<file path="config.mk">
export PLATFORM = sky130hd
export DESIGN_NAME = mem_arbiter
export DESIGN_NICKNAME = d
export VERILOG_FILES = /design/src/rtl/mem_arbiter.sv
export SDC_FILE = /design/constraint.sdc
export NUM_CORES = 1
export LEC_CHECK = 0
export BUFFER_PORTS_ARGS = -buffer_cell sky130_fd_sc_hd__buf_4
export CAP_MARGIN = 25
export CELL_PAD_IN_SITES_DETAIL_PLACEMENT = 0
export CELL_PAD_IN_SITES_GLOBAL_PLACEMENT = 1
export CORE_MARGIN = 5
export CORE_UTILIZATION = 37
export DETAILED_ROUTE_END_ITERATION = 6
export PLACE_DENSITY = 0.89
export SLEW_MARGIN = 20
export SYNTH_ARGS = -nofsm -noshare
export SYNTH_HDL_FRONTEND = slang
export SYNTH_SLANG_ARGS = --single-unit
</file>
<file path="constraint.sdc">
create_clock -name clk -period 2.5 [get_ports clk]
set_input_delay 0.125 -clock clk [delete_from_list [all_inputs] [get_ports clk]]
set_output_delay 0.125 -clock clk [all_outputs]
set_load 0.02 [all_outputs]
</file>
<file path="src/rtl/mem_arbiter.sv">
// -----------------------------------------------------------------------------
// mem_arbiter
//   Shares the single-read/single-write CHIP-8 main memory between three
//   requesters: instruction fetch (F), sprite draw (D) and the register
//   load/store/BCD writer (L).
//
//   Arbitration (highest first): current lock owner, starved F, D, L, F.
//   D and L can hold the bus across a burst with *_lock. Reads are tagged
//   with the requester ID so that read data comes back only to the requester
//   that issued the read, exactly two cycles after the accept cycle.
//
// Ports
//   clk, rst                 clock, asynchronous active-high reset
//   f_req/f_addr             fetch read request and address
//   f_gnt/f_rvalid/f_rdata   fetch grant, read-return valid and data
//   d_req/d_lock/d_addr      draw read request, bus lock, address
//   d_gnt/d_rvalid/d_rdata   draw grant, read-return valid and data
//   l_req/l_lock/l_we        load/store request, bus lock, write select
//   l_addr/l_wdata           load/store address and write data
//   l_gnt/l_rvalid/l_rdata   load/store grant, read-return valid and data
//   mem_raddr/mem_re         memory read port (registered)
//   mem_waddr/mem_we/mem_d   memory write port (registered)
//   mem_q                    memory read data, sampled one cycle after mem_re
// -----------------------------------------------------------------------------
module mem_arbiter #(
  parameter int ADDR_WIDTH   = 12,
  parameter int DATA_WIDTH   = 8,
  parameter int STARVE_LIMIT = 16,
  parameter int CNT_WIDTH    = 5
) (
  input  logic                  clk,
  input  logic                  rst,

  input  logic                  f_req,
  input  logic [ADDR_WIDTH-1:0] f_addr,
  output logic                  f_gnt,
  output logic                  f_rvalid,
  output logic [DATA_WIDTH-1:0] f_rdata,

  input  logic                  d_req,
  input  logic                  d_lock,
  input  logic [ADDR_WIDTH-1:0] d_addr,
  output logic                  d_gnt,
  output logic                  d_rvalid,
  output logic [DATA_WIDTH-1:0] d_rdata,

  input  logic                  l_req,
  input  logic                  l_lock,
  input  logic                  l_we,
  input  logic [ADDR_WIDTH-1:0] l_addr,
  input  logic [DATA_WIDTH-1:0] l_wdata,
  output logic                  l_gnt,
  output logic                  l_rvalid,
  output logic [DATA_WIDTH-1:0] l_rdata,

  output logic [ADDR_WIDTH-1:0] mem_raddr,
  output logic [ADDR_WIDTH-1:0] mem_waddr,
  output logic                  mem_re,
  output logic                  mem_we,
  output logic [DATA_WIDTH-1:0] mem_d,
  input  logic [DATA_WIDTH-1:0] mem_q
);

  typedef enum logic [1:0] {
    OWN_NONE = 2'd0,
    OWN_D    = 2'd1,
    OWN_L    = 2'd2
  } owner_e;

  localparam logic [1:0] ID_F = 2'd0;
  localparam logic [1:0] ID_D = 2'd1;
  localparam logic [1:0] ID_L = 2'd2;

  localparam logic [CNT_WIDTH-1:0] STARVE_MAX = CNT_WIDTH'(STARVE_LIMIT);

  owner_e                owner_q, owner_d;
  logic [CNT_WIDTH-1:0]  starve_q, starve_d;

  logic [ADDR_WIDTH-1:0] mem_raddr_q, mem_waddr_q;
  logic                  mem_re_q, mem_we_q;
  logic [DATA_WIDTH-1:0] mem_d_q;

  logic                  tag1_vld_q, tag2_vld_q;
  logic [1:0]            tag1_id_q, tag2_id_q;

  logic [DATA_WIDTH-1:0] f_rdata_q, d_rdata_q, l_rdata_q;

  logic                  starved;
  logic                  d_locked, l_locked;
  logic                  rd_acc;
  logic [1:0]            rd_id;
  logic [ADDR_WIDTH-1:0] rd_addr;
  logic                  wr_acc;

  assign starved = (starve_q == STARVE_MAX);

  // A lock only persists while the owner keeps both req and lock high; the
  // first cycle either drops, the owner is released and that same cycle is
  // arbitrated normally.
  assign d_locked = (owner_q == OWN_D) && d_req && d_lock;
  assign l_locked = (owner_q == OWN_L) && l_req && l_lock;

  always_comb begin
    f_gnt = 1'b0;
    d_gnt = 1'b0;
    l_gnt = 1'b0;
    if (!rst) begin
      if (d_locked)               d_gnt = 1'b1;
      else if (l_locked)          l_gnt = 1'b1;
      else if (f_req && starved)  f_gnt = 1'b1;
      else if (d_req)             d_gnt = 1'b1;
      else if (l_req)             l_gnt = 1'b1;
      else if (f_req)             f_gnt = 1'b1;
    end
  end

  always_comb begin
    rd_acc  = 1'b0;
    rd_id   = ID_F;
    rd_addr = f_addr;
    wr_acc  = 1'b0;
    if (f_gnt) begin
      rd_acc  = 1'b1;
      rd_id   = ID_F;
      rd_addr = f_addr;
    end else if (d_gnt) begin
      rd_acc  = 1'b1;
      rd_id   = ID_D;
      rd_addr = d_addr;
    end else if (l_gnt) begin
      rd_acc  = !l_we;
      wr_acc  = l_we;
      rd_id   = ID_L;
      rd_addr = l_addr;
    end
  end

  always_comb begin
    owner_d = OWN_NONE;
    if (d_gnt && d_lock)      owner_d = OWN_D;
    else if (l_gnt && l_lock) owner_d = OWN_L;
  end

  always_comb begin
    starve_d = starve_q;
    if (!f_req || f_gnt)  starve_d = '0;
    else if (!starved)    starve_d = starve_q + CNT_WIDTH'(1);
  end

  always_ff @(posedge clk or posedge rst) begin
    if (rst) begin
      owner_q     <= OWN_NONE;
      starve_q    <= '0;
      mem_raddr_q <= '0;
      mem_waddr_q <= '0;
      mem_re_q    <= 1'b0;
      mem_we_q    <= 1'b0;
      mem_d_q     <= '0;
      tag1_vld_q  <= 1'b0;
      tag1_id_q   <= ID_F;
      tag2_vld_q  <= 1'b0;
      tag2_id_q   <= ID_F;
      f_rdata_q   <= '0;
      d_rdata_q   <= '0;
      l_rdata_q   <= '0;
    end else begin
      owner_q  <= owner_d;
      starve_q <= starve_d;

      // Stage 1: present the accepted read to memory and tag it.
      mem_re_q   <= rd_acc;
      tag1_vld_q <= rd_acc;
      tag1_id_q  <= rd_id;
      if (rd_acc) mem_raddr_q <= rd_addr;

      mem_we_q <= wr_acc;
      if (wr_acc) begin
        mem_waddr_q <= l_addr;
        mem_d_q     <= l_wdata;
      end

      // Stage 2: steer memory data to the tagged requester only.
      tag2_vld_q <= tag1_vld_q;
      tag2_id_q  <= tag1_id_q;
      if (tag1_vld_q && tag1_id_q == ID_F) f_rdata_q <= mem_q;
      if (tag1_vld_q && tag1_id_q == ID_D) d_rdata_q <= mem_q;
      if (tag1_vld_q && tag1_id_q == ID_L) l_rdata_q <= mem_q;
    end
  end

  assign mem_raddr = mem_raddr_q;
  assign mem_waddr = mem_waddr_q;
  assign mem_re    = mem_re_q;
  assign mem_we    = mem_we_q;
  assign mem_d     = mem_d_q;

  assign f_rvalid  = tag2_vld_q && (tag2_id_q == ID_F);
  assign d_rvalid  = tag2_vld_q && (tag2_id_q == ID_D);
  assign l_rvalid  = tag2_vld_q && (tag2_id_q == ID_L);

  assign f_rdata   = f_rdata_q;
  assign d_rdata   = d_rdata_q;
  assign l_rdata   = l_rdata_q;

endmodule

</file>
Word-level counts from Yosys, hierarchy flattened
Cells that the tools add are included.

operators by class
  add/subtract/negate cells = 1
  $mul = 0
  div/mod/pow operators = 0
  $lt $le $gt $ge = 0
  equal/unequal tests = 8
  shift operators = 0
  mux-type cells = 34
  bitwise gates (word level) = 0
  reduce and logical (&&, ||, !) cells = 18

operator list
  operator                                                number
  2-to-1 mux 12 bit                                       3
  2-to-1 mux 1 bit                                        24
  logical AND 1 bit                                       13
  2-to-1 mux 2 bit                                        5
  2-to-1 mux 5 bit                                        2
  == test 2 x 1 -> 1 bit (second input constant)          3
  == test 2 bit (second input constant)                   3
  adder 5 x 1 -> 5 bit (second input constant)            1
  == test 5 bit (second input constant)                   1
  zero test 2 bit                                         2
  zero test 1 bit                                         2
  inequality test 2 x 1 -> 1 bit (second input constant)  1
  logical OR 1 bit                                        1

word-level totals
  register bits = 70
  latch bits = 0
  memory bits (writable) = 0
  memory bits (read-only) = 0
  bits of input ports = 60
  output and inout port bits = 64
  memories = 0

Depth between registers and ports, before layout
Gate-level depths: netlist of the first run.

  depth in word-level cells = 9
  gate-level depth with buffers = 9
  gate-level depth less buffers = 7

Worst setup path before layout of the first run
Ideal clock, no wire load.

  kind = in2reg
  start point = input port rst
  end point = register mem_d_q[0], in the netlist mem_d[0]
  setup time = 0.125 ns
  arrival = 2.668 ns
  required time = 2.375 ns
  slack = -0.293 ns
  stages = 5
  buffers on the path = 1
  path through = inv_1 -> and3_4 -> nand2_4 -> buf_6 -> mux2_4

between the ends
  word-level cells in the longest chain between the ends = 4
  elaborated cells on any way between the ends = 6
  classes of those cells = mux: 6

ends and longest elaborated chain
  what                    RTL line  source
  start: declaration      32        input logic rst,
  2-to-1 mux 1 bit        107       if (!rst) begin
  named net l_gnt         52        output logic l_gnt,
  2-to-1 mux 1 bit        130       end else if (l_gnt) begin
  2-to-1 mux 1 bit        126       end else if (d_gnt) begin
  2-to-1 mux 1 bit        122       if (f_gnt) begin
  end signal: assignment  179       mem_d_q <= l_wdata;
  end: declaration        81        logic [DATA_WIDTH-1:0] mem_d_q;

The timed path passes the listed nets, and every way through them passes these cells.
A chain may end at the register's enable or synchronous reset.

Final worst setup path of the first run
  start point = register starve_q[0]
  end point = output port f_gnt

between the ends
  word-level cells in the longest chain between the ends = 6

ends and longest elaborated chain
  what                      RTL line  source
  start: declaration        77        logic [CNT_WIDTH-1:0] starve_q, starve_d;
  start signal: assignment  168       starve_q <= starve_d;
  == test 5 bit             95        assign starved = (starve_q == STARVE_MAX);
  logical AND 1 bit         110       else if (f_req && starved) f_gnt = 1'b1;
  2-to-1 mux 1 bit          110
  2-to-1 mux 1 bit          109       else if (l_locked) l_gnt = 1'b1;
  2-to-1 mux 1 bit          108       if (d_locked) d_gnt = 1'b1;
  2-to-1 mux 1 bit          107
  end: declaration          36        output logic f_gnt,

No other way between the ends.

==> metrics, run 1 <==
CORE AREA approximately 0.008 mm²; Worst-path clk slew 80 ps; Crit Path Class reg -> out; first-pass GRT wire length 12.97 mm; Post-synth EDFFs 0; Clock Tree Root clkbuf_8; DRC viols 0; Slew Viols, Final 0; # IOs between 100 and 150; detailed-placement wirelength estimate 6.107 mm; CP arrival 2250 ps; Vias per Instance 4.957; final worst slack 124.6 ps; Synth Area per Inst 13.39 µm²; slew margin rel. 52.09%; Total GRT Usage 16.63%; share of the synthesized area in the top cell type 58.38%; NumNets Final 439; minimum clock period 2375 ps; Setup Skew 8.975 ps; ANT nets after route 0; port bufs 123; YS warnings 0; vias 2,399; H-Tree Depth 3; cts repair resizes 0; Die Y 100.1 µm; Num CTS Buffers 9; maximum capacitance violations 0; Min Hold Slack 24.33 ps; crit start category flip-flop; Synth area leaders dfrtp_1, mux2_2, mux2_4; Final Cycle Share a little over nine tenths; Seq/Total Area, Yosys 58.38%; setup TNS 0 ps; Routed WL ~8.1 mm; P_leak 2.151 nW; mapped cell area 0.003000 mm²; Clock Path Buffers 2; drt first pass iters 4; clock sinks 70; layout cell share with drive strength beyond 1 50.52%; most numerous cell in the Yosys netlist dfrtp_1; Starting Density between 30% and 40%; Ant. Diodes 0; final hold vios 0; Crit. End Element output port; GR Overflow Total 0; drt initial violations 77; Die Area 0.01001 mm²; Worst Max-Slew Pin Slew 715.5 ps; Power Total 3.610 mW; vias in the first global route 2,543; synth cell count leaders dfrtp_1, mux2_2, nor2_1; FF+latch count, synth 70; Max Freq 421.0 MHz; Peak supply drop 332.6 µV; clock tree from TritonCTS done; initial antenna violation count 0; die width about 100 µm; asr flop ratio synth 100.0%; net count after synthesis 286; HP Class in -> reg; Synth Instances 224; area delta synth->final 49.21%; data required time at the worst endpoint 2380 ps; Routed WL per cell around 17 µm; Distinct cells, synth 42; worst-path maximum fanout 9; worst skew pair latency roughly 340 ps; main flop type after synthesis dfrtp_1; largest net degree at the start of global routing 45; GP Congestion around 0.84; status completed; Synth area leader dfrtp_1; Final setup viols 0; worst slack, placed 288.8 ps; pwr dens 806.3 mW/mm²; Row Count 32
placed cells by master (no fill, tap or decap), types with 2 or more instances in the layout:
cell	instances
ha_1	2
and3b_1	2
dlygate4sd3_1	18
nand3_1	3
xor2_1	2
and2_1	2
nor2_1	19
o21ai_0	12
inv_6	2
dfrtp_1	70
clkbuf_8	9
a21oi_1	13
mux2_1	9
buf_4	132
inv_1	7
mux2_4	10
clkinvlp_4	2
a22oi_1	12
mux2_2	25
bufinv_16	2
nand3b_1	4
path summary, 6_finish.rpt:
check	endpoint	cells after the start	slack (ps)	start
worst max-delay path	f_gnt	8	120	starve_q[0]
max in group asynchronous	f_rdata[0]	4	1480	rst
worst min-delay path	mem_d[6]	2	20	l_wdata[6]
worst max register to register	mem_waddr[1]	8	270	starve_q[0]
worst min register to register	tag2_id_q[1]	0	440	tag1_id_q[1]
min in group asynchronous	mem_raddr[9]	3	290	rst
kinds of logic after synthesis:
kind of cell,after synthesis,share of synthesized area (%)
AND/OR/NAND/NOR,46,10.01
AO/OA/AOI/OAI,42,8.966
XOR/XNOR,3,0.8759
multiplexers,45,18.10
adder cells (fa/ha/maj),2,0.8339
flip-flops,70,58.38
buffers and inverters,16,2.836
power breakdown:
part	internal [mW]	switching [mW]
clock	0.577	0.463
combinational	0.543	0.542
sequential	1.35	0.132
total	2.47	1.14
state kept, by name, summed over array words and instances (netlist names):
signal      cells
starve_q        5
mem_we          1
mem_waddr      12
tag2_vld_q      1
mem_raddr      12
owner_q         2
tag1_id_q       2
d_rdata         8
mem_d           8
tag1_vld_q      1
l_rdata         8
f_rdata         8
tag2_id_q       2
area by class of cell:
cell class	instances	area, µm²
clock buffers	9	123.9
clock inverters	7	105.1
fillers	649	3331
inverters	8	33.78
multi-input cells	138	1164
flip-flops and latches	70	1752
well taps	102	127.6
repair buffers	150	1171
metal layers:
metal	vias up	global-route usage, %	part of all wire (%)
met1	1173	20.71	42
met3	10	6.254	9.1
li1	1113	-	-
met4	0	6.010	1.4
met5	-	0	0
met2	103	26.53	48
critical path: stages, from the launching register on:
cell and delay, ps:
dfrtp_1 400, inv_1 100, ha_1 140, nor4bb_1 280, buf_4 220, o221ai_2 120, nor3_4 280, buf_4 210
buf_4 150
per-stage QoR:
stage | utilization [%] | instance area (µm²) | instances
6_report | 57.34 | 4477 | 484
5_1_grt | 57.34 | 4477 | 484
4_1_cts | 56.51 | 4412 | 477
3_5_place_dp | 51.91 | 4053 | 448
3_3_place_gp | 51.91 | 4053 | 448
2_1_floorplan | - | 3004 | 224
repair_timing:
item,in CTS,in global routing
setup endpoints to repair,0,1
hold endpoints to repair,14,5
hold buffers,13,5
buffers inserted,0,2
(Power assumes the default switching activity.)
==> inputs of run 2 (changes only) <==
==> constraint.sdc (replaced) <==
create_clock -name clk -period 2.5 [get_ports clk]
set_input_delay 0.25 -clock clk [delete_from_list [all_inputs] [get_ports clk]]
set_output_delay 0.25 -clock clk [all_outputs]
set_load 0.02 [all_outputs]
==> run 2 against run 1 <==
Global-route usage decreased by 0.30 points. Final cell count is 3.7% lower. Via count is 3.8% lower. Combinational power hardly changed. Worst setup slack improved by 61 ps. Utilization is 2.4 points lower. Total power decreased by 4.8%. Flip-flop and latch count unchanged. Count of clock-buffer cells in the layout unchanged. First-iteration DRC count fell by 17%. Wire length decreased by 3.2%. Hold slack improved by 100 ps. Critical endpoint unchanged.
==> metrics, run 2 (same netlist as run 1, synthesis figures left out) <==
status completed; # placed instances 449 (+0.22%); Starting Density 38.43% (unchanged); Crit Path Class reg -> out; Setup Skew 6.876 ps (-2.099 ps); H-Tree Depth 3 (unchanged); worst-path maximum fanout 14 (+5); Layout Utilization 54.94% (-2.4 points); Storage cell area 0.001752 mm² (unchanged); clock sinks 70 (unchanged); most common cell after layout, fill and taps aside buf_4; Final setup viols 0 (unchanged); drt first pass iters 4 (unchanged); crit start category flip-flop; detailed-placement wirelength estimate 6.085 mm (-0.37%); P_leak 2.060 nW (-4.2%); CORE AREA 0.007807 mm² (unchanged); Worst-path clk slew 80 ps (about the same); setup TNS 0 ps (unchanged); first-pass GRT wire length 12.73 mm (-1.8%); # IOs 124 (unchanged); Clock Tree Root clkbuf_8; Slew Viols, Final 0 (unchanged); worst skew pair latency 330 ps (about the same); Vias per Instance 4.955 (about the same); GP Congestion 0.7651 (-8.4%); Worst Max-Slew Pin Slew 730.9 ps (+15.43 ps); layout cell share with drive strength beyond 1 53.02% (+2.5 points); Total GRT Usage 16.34% (-0.30 points); largest net degree at the start of global routing 53 (+18%); Routed WL 7.876 mm (-3.2%); Crit. End Element output port; vias 2,309 (-3.8%); Max Freq 432.0 MHz (+2.6%); Post-CTS Setup Repair Bufs 0 (unchanged); ANT nets after route 0 (unchanged); clock tree from TritonCTS done; final worst slack 185.4 ps (+60.82 ps); pwr dens 801.6 mW/mm² (-0.59%); Post-Layout Cell Count 466 (-3.7%); Critical Path Start starve_q[0]; RR Endpoint mem_waddr[1]; Clock Path Buffers 2 (unchanged); Routed WL per cell 16.90 µm (+0.56%); Power Total 3.438 mW (-4.8%); r2r setup slk 450 ps (+180 ps); area delta synth->final 42.95%; Worst Reg-to-Reg Cells 7 (-1); CP arrival 2060 ps (-190 ps); RSZ-0062 raised after global routing false; Ant. Diodes 0 (unchanged); drt initial violations 64 (-17%); Final Cycle Share 92.58% (-2.4 points); Fillers 711 (+9.6%); Die Area 0.01001 mm² (unchanged); initial antenna violation count 0 (unchanged); Die Y 100.1 µm (unchanged); maximum capacitance violations 0 (unchanged); final hold vios 0 (unchanged); vias in the first global route 2,475 (-2.7%); DRC viols 0 (unchanged); Num CTS Buffers 9 (unchanged); commonest cells after routing, fill and taps aside buf_4, dfrtp_1, mux2_2, nor2_1, a21oi_1; data required time at the worst endpoint 2250 ps (-130 ps); NumNets Final 421 (-4.1%); multi-input logic area 0.001179 mm² (+1.3%); port bufs 123 (unchanged); slew margin rel. 51.06% (-1.0 points); worst setup path end f_gnt; die width 100.1 µm (unchanged); minimum clock period 2315 ps (-60.82 ps); HP Class in -> reg; Row Count 32 (unchanged); Peak supply drop 319.8 µV (-3.8%); worst slack, placed 278.6 ps (-10.23 ps); RR Startpoint starve_q[0]; GR Overflow Total 0 (unchanged)
==> run 2: repair_timing <==
item | CTS | global route
gates resized for setup | 1 | 3
pin swaps | 0 | 1
endpoints found under the hold margin | 5 | 0
setup endpoints to repair | 2 | 2
hold buffers | 1 | 0
==> run 2: report_power, final <==
group / internal (mW) / switching, mW / total, mW
logic: 0.527 / 0.535 / 1.06
registers: 1.35 / 0.133 / 1.49
clock network: 0.462 / 0.427 / 0.889
total: 2.34 / 1.10 / 3.44
==> run 2: worst min path at each step <==
| stage | from | depth (start not counted) | endpoint | slack, ps |
|---|---|---|---|---|
| after global placement | rst | 2 | owner_q[0] | 230 |
| after floorplan | rst | 1 | tag1_id_q[0] | 320 |
| final | l_wdata[7] | 2 | mem_d[7] | 120 |
| after CTS | l_wdata[7] | 2 | mem_d[7] | 110 |
| after global routing | l_wdata[7] | 2 | mem_d[7] | 120 |
| after detailed placement | rst | 2 | mem_raddr[1] | 230 |
==> run 2: stage by stage <==
stage / hold WS [ps] / instance area [µm²]
floorplan: 320.9 / 3004
global placement: 226.1 / 4060
detailed placement: 230.2 / 4060
CTS: 110.1 / 4273
global route: 116.4 / 4289
finish: 124.9 / 4289
==> run 2: layout make-up <==
| class | count | area share [%] |
|---|---|---|
| Sequential cell | 70 | 40.84 |
| Clock buffer | 9 | 2.888 |
| Clock inverter | 7 | 1.692 |
| Timing Repair Buffer | 132 | 23.34 |
| Tap cell | 102 | 2.975 |
| Inverter | 8 | 0.7876 |
| Multi-Input combinational cell | 138 | 27.48 |
==> run 2: worst max-delay path, stage by stage (launching register included) <==
cell	delay, ps
dfrtp_1	400
inv_1	100
ha_1	160
nor4bb_4	280
buf_6	180
o221ai_2	120
nor3_4	150
buf_6	180
buf_4	160
==> run 2: routing by layer <==
| layer | wire (µm) | track usage [%] | vias to the layer above |
|---|---|---|---|
| li1 | - | - | 1079 |
| met1 | 3343 | 20.71 | 1123 |
| met2 | 3666 | 25.40 | 98 |
| met3 | 754 | 6.046 | 9 |
| met4 | 111 | 6.528 | 0 |
| met5 | 0 | 0 | - |
==> inputs of run 3 (changes only) <==
--- a/config.mk
+++ b/config.mk
@@ -5,7 +5,7 @@
 export SDC_FILE = /design/constraint.sdc
 export NUM_CORES = 1
 export LEC_CHECK = 0
-export BUFFER_PORTS_ARGS = -buffer_cell sky130_fd_sc_hd__buf_4
+export BUFFER_PORTS_ARGS = -buffer_cell sky130_fd_sc_hd__buf_2
 export CAP_MARGIN = 25
 export CELL_PAD_IN_SITES_DETAIL_PLACEMENT = 0
 export CELL_PAD_IN_SITES_GLOBAL_PLACEMENT = 1
==> constraint.sdc (replaced) <==
create_clock -name clk -period 2.5 [get_ports clk]
set_input_delay 0.25 -clock clk [delete_from_list [all_inputs] [get_ports clk]]
set_output_delay 0.25 -clock clk [all_outputs]
set_load 0.1 [all_outputs]
==> run 3 against run 2 <==
Global-route usage fell by 0.89 points. Count of clock-buffer cells in the layout grew 1. Highest routed layer unchanged. Non-clock buffer count is 2 higher. Worst setup slack worse by 140 ps. Largest power group is now combinational logic. Critical path type unchanged. Combinational power up 110%. Wire length down 5.3%. Sequential power barely moved.
==> metrics, run 3 (same netlist as run 1, synthesis figures left out) <==
status completed; initial antenna violation count 0 (unchanged); Starting Density 38.43% (unchanged); Clock Power Share 19.8% (-6.1 points); Clock Path Buffers 2 (unchanged); most common cell after layout, fill and taps aside buf_2; Row Count 32 (unchanged); Final Cycle Share 98.06% (+5.5 points); worst-path maximum fanout 8 (-6); Max Freq 407.9 MHz (-5.6%); data required time at the worst endpoint 2250 ps (about the same); GP Congestion 0.8183 (+7.0%); final hold vios 0 (unchanged); # IOs 124 (unchanged); vias 2,311 (+0.087%); Worst-path clk slew 80 ps (about the same); DRC viols 0 (unchanged); Layout Utilization 51.25% (-3.7 points); setup TNS 0 ps (unchanged); Worst Max-Slew Pin Slew 723.3 ps (-7.611 ps); maximum capacitance violations 0 (unchanged); Slew Viols, Final 0 (unchanged); Crit Path Class reg -> out; RR Startpoint starve_q[0]; largest net degree at the start of global routing 40 (-25%); drt first pass iters 4 (unchanged); NumNets Final 423 (+0.48%); cts repair resizes 0 (-1); worst skew pair latency 340 ps (about the same); port bufs 123 (unchanged); Setup Skew 12.67 ps (+5.798 ps); Total GRT Usage 15.44% (-0.89 points); commonest cells after routing, fill and taps aside buf_2, dfrtp_1, mux2_2, nor2_1, a21oi_1; H-Tree Depth 3 (unchanged); worst hold start l_wdata[7]; Die Y 100.1 µm (unchanged); ANT nets after route 0 (unchanged); area delta synth->final 33.36%; internal power 2.226 mW (-5.0%); first-pass GRT wire length 12.10 mm (-4.9%); Routed WL 7.456 mm (-5.3%); Power Total 4.667 mW (+36%); Final setup viols 0 (unchanged); slew margin rel. 51.57% (+0.51 points); Critical Path Start starve_q[0]; layout cell share with drive strength beyond 1 53.55% (+0.53 points); minimum clock period 2451 ps (+136.8 ps); Routed WL per cell 15.93 µm (-5.7%); GR Overflow Total 0 (unchanged); r2r setup slk 230 ps (-220 ps); detailed-placement wirelength estimate 5.699 mm (-6.3%); Clock Tree Root clkbuf_8; clock tree from TritonCTS done; CORE AREA 0.007807 mm² (unchanged); Die Area 0.01001 mm² (unchanged); Num CTS Buffers 9 (unchanged); Ant. Diodes 0 (unchanged); CP arrival 2200 ps (+140 ps); pwr dens 1166 mW/mm² (+46%); die width 100.1 µm (unchanged); clock sinks 70 (unchanged); vias in the first global route 2,455 (-0.81%); P_leak 1.985 nW (-3.7%); Gate power share 48.7% (+18 points); sequential power share 31.5% (-12 points); drt initial violations 74 (+16%); Vias per Instance 4.938 (-0.34%); crit start category flip-flop; sw frac 52.31% (+20 points); Peak supply drop 488.8 µV (+53%); Crit. End Element output port; HP Class in -> reg; total net switching power 2.441 mW (+120%)
-- run 3: cell types whose count changed in the layout (fill, tap and decap cells not counted), sizes merged --
cell         before  now
buf             131  134
clkbuf            9   10
clkinv            3    2
clkinvlp          3    2
dlygate4sd3       1    0
inv               8    9
-- run 3: area by class of cell --
cell class	count	area (µm²)
repair buffers	134	713.2
multi-input cells	138	1169
well taps	102	127.6
clock buffers	10	137.6
inverters	8	33.78
flip-flops and latches	70	1752
fillers	714	3806
clock inverters	6	68.82
-- run 3: power groups by stage --
stage / Clock [mW] / Sequential [mW] / Combinational (mW)
after global placement: 0 / 1.48 / 2.27
after global routing: 0.997 / 1.50 / 2.35
after CTS: 0.963 / 1.47 / 2.29
after detailed placement: 0 / 1.49 / 2.29
after floorplan: 0 / 3.05 / 0.328
final: 0.924 / 1.47 / 2.27
-- run 3: path summary, 6_finish.rpt --
path,end,cells after the start
setup reg to reg,mem_waddr[1],8
setup / recovery,f_gnt,7
max in group asynchronous,mem_raddr[4],3
hold / removal,mem_d[7],2
min in group asynchronous,l_rdata[3],3
hold reg to reg,tag2_id_q[1],0
-- run 3: critical path, cell delays in order, from the launching register on --
cell	delay (ps)
dfrtp_1	400
inv_1	90
ha_1	160
nor4bb_1	310
buf_4	220
o221ai_2	110
nor3_4	350
buf_12	220
-- run 3: metrics by stage --
step / setup slack, ps / hold WS [ps] / cells / instance area [µm²]
floorplan: -21.82 / 320.9 / 224 / 3013
global placement: 364.2 / 418.2 / 448 / 3765
detailed placement: 303.5 / 428.7 / 448 / 3765
CTS: 15.89 / 103.8 / 464 / 3971
global route: -111.5 / 109.8 / 468 / 4001
finish: 48.59 / 124.8 / 468 / 4001
-- run 3: repair_timing --
item,4_1_cts,5_1_grt
setup endpoints to repair,0,2
buffers inserted,0,4
hold buffers,0,0
-- run 3: metal layers --
metal / vias to the layer above / part of all wire [%] / track usage, %
met5: - / 0 / 0
met3: 11 / 10 / 4.239
met4: 0 / 1.6 / 6.218
li1: 1075 / - / -
met2: 118 / 45 / 24.01
met1: 1107 / 43 / 20.50
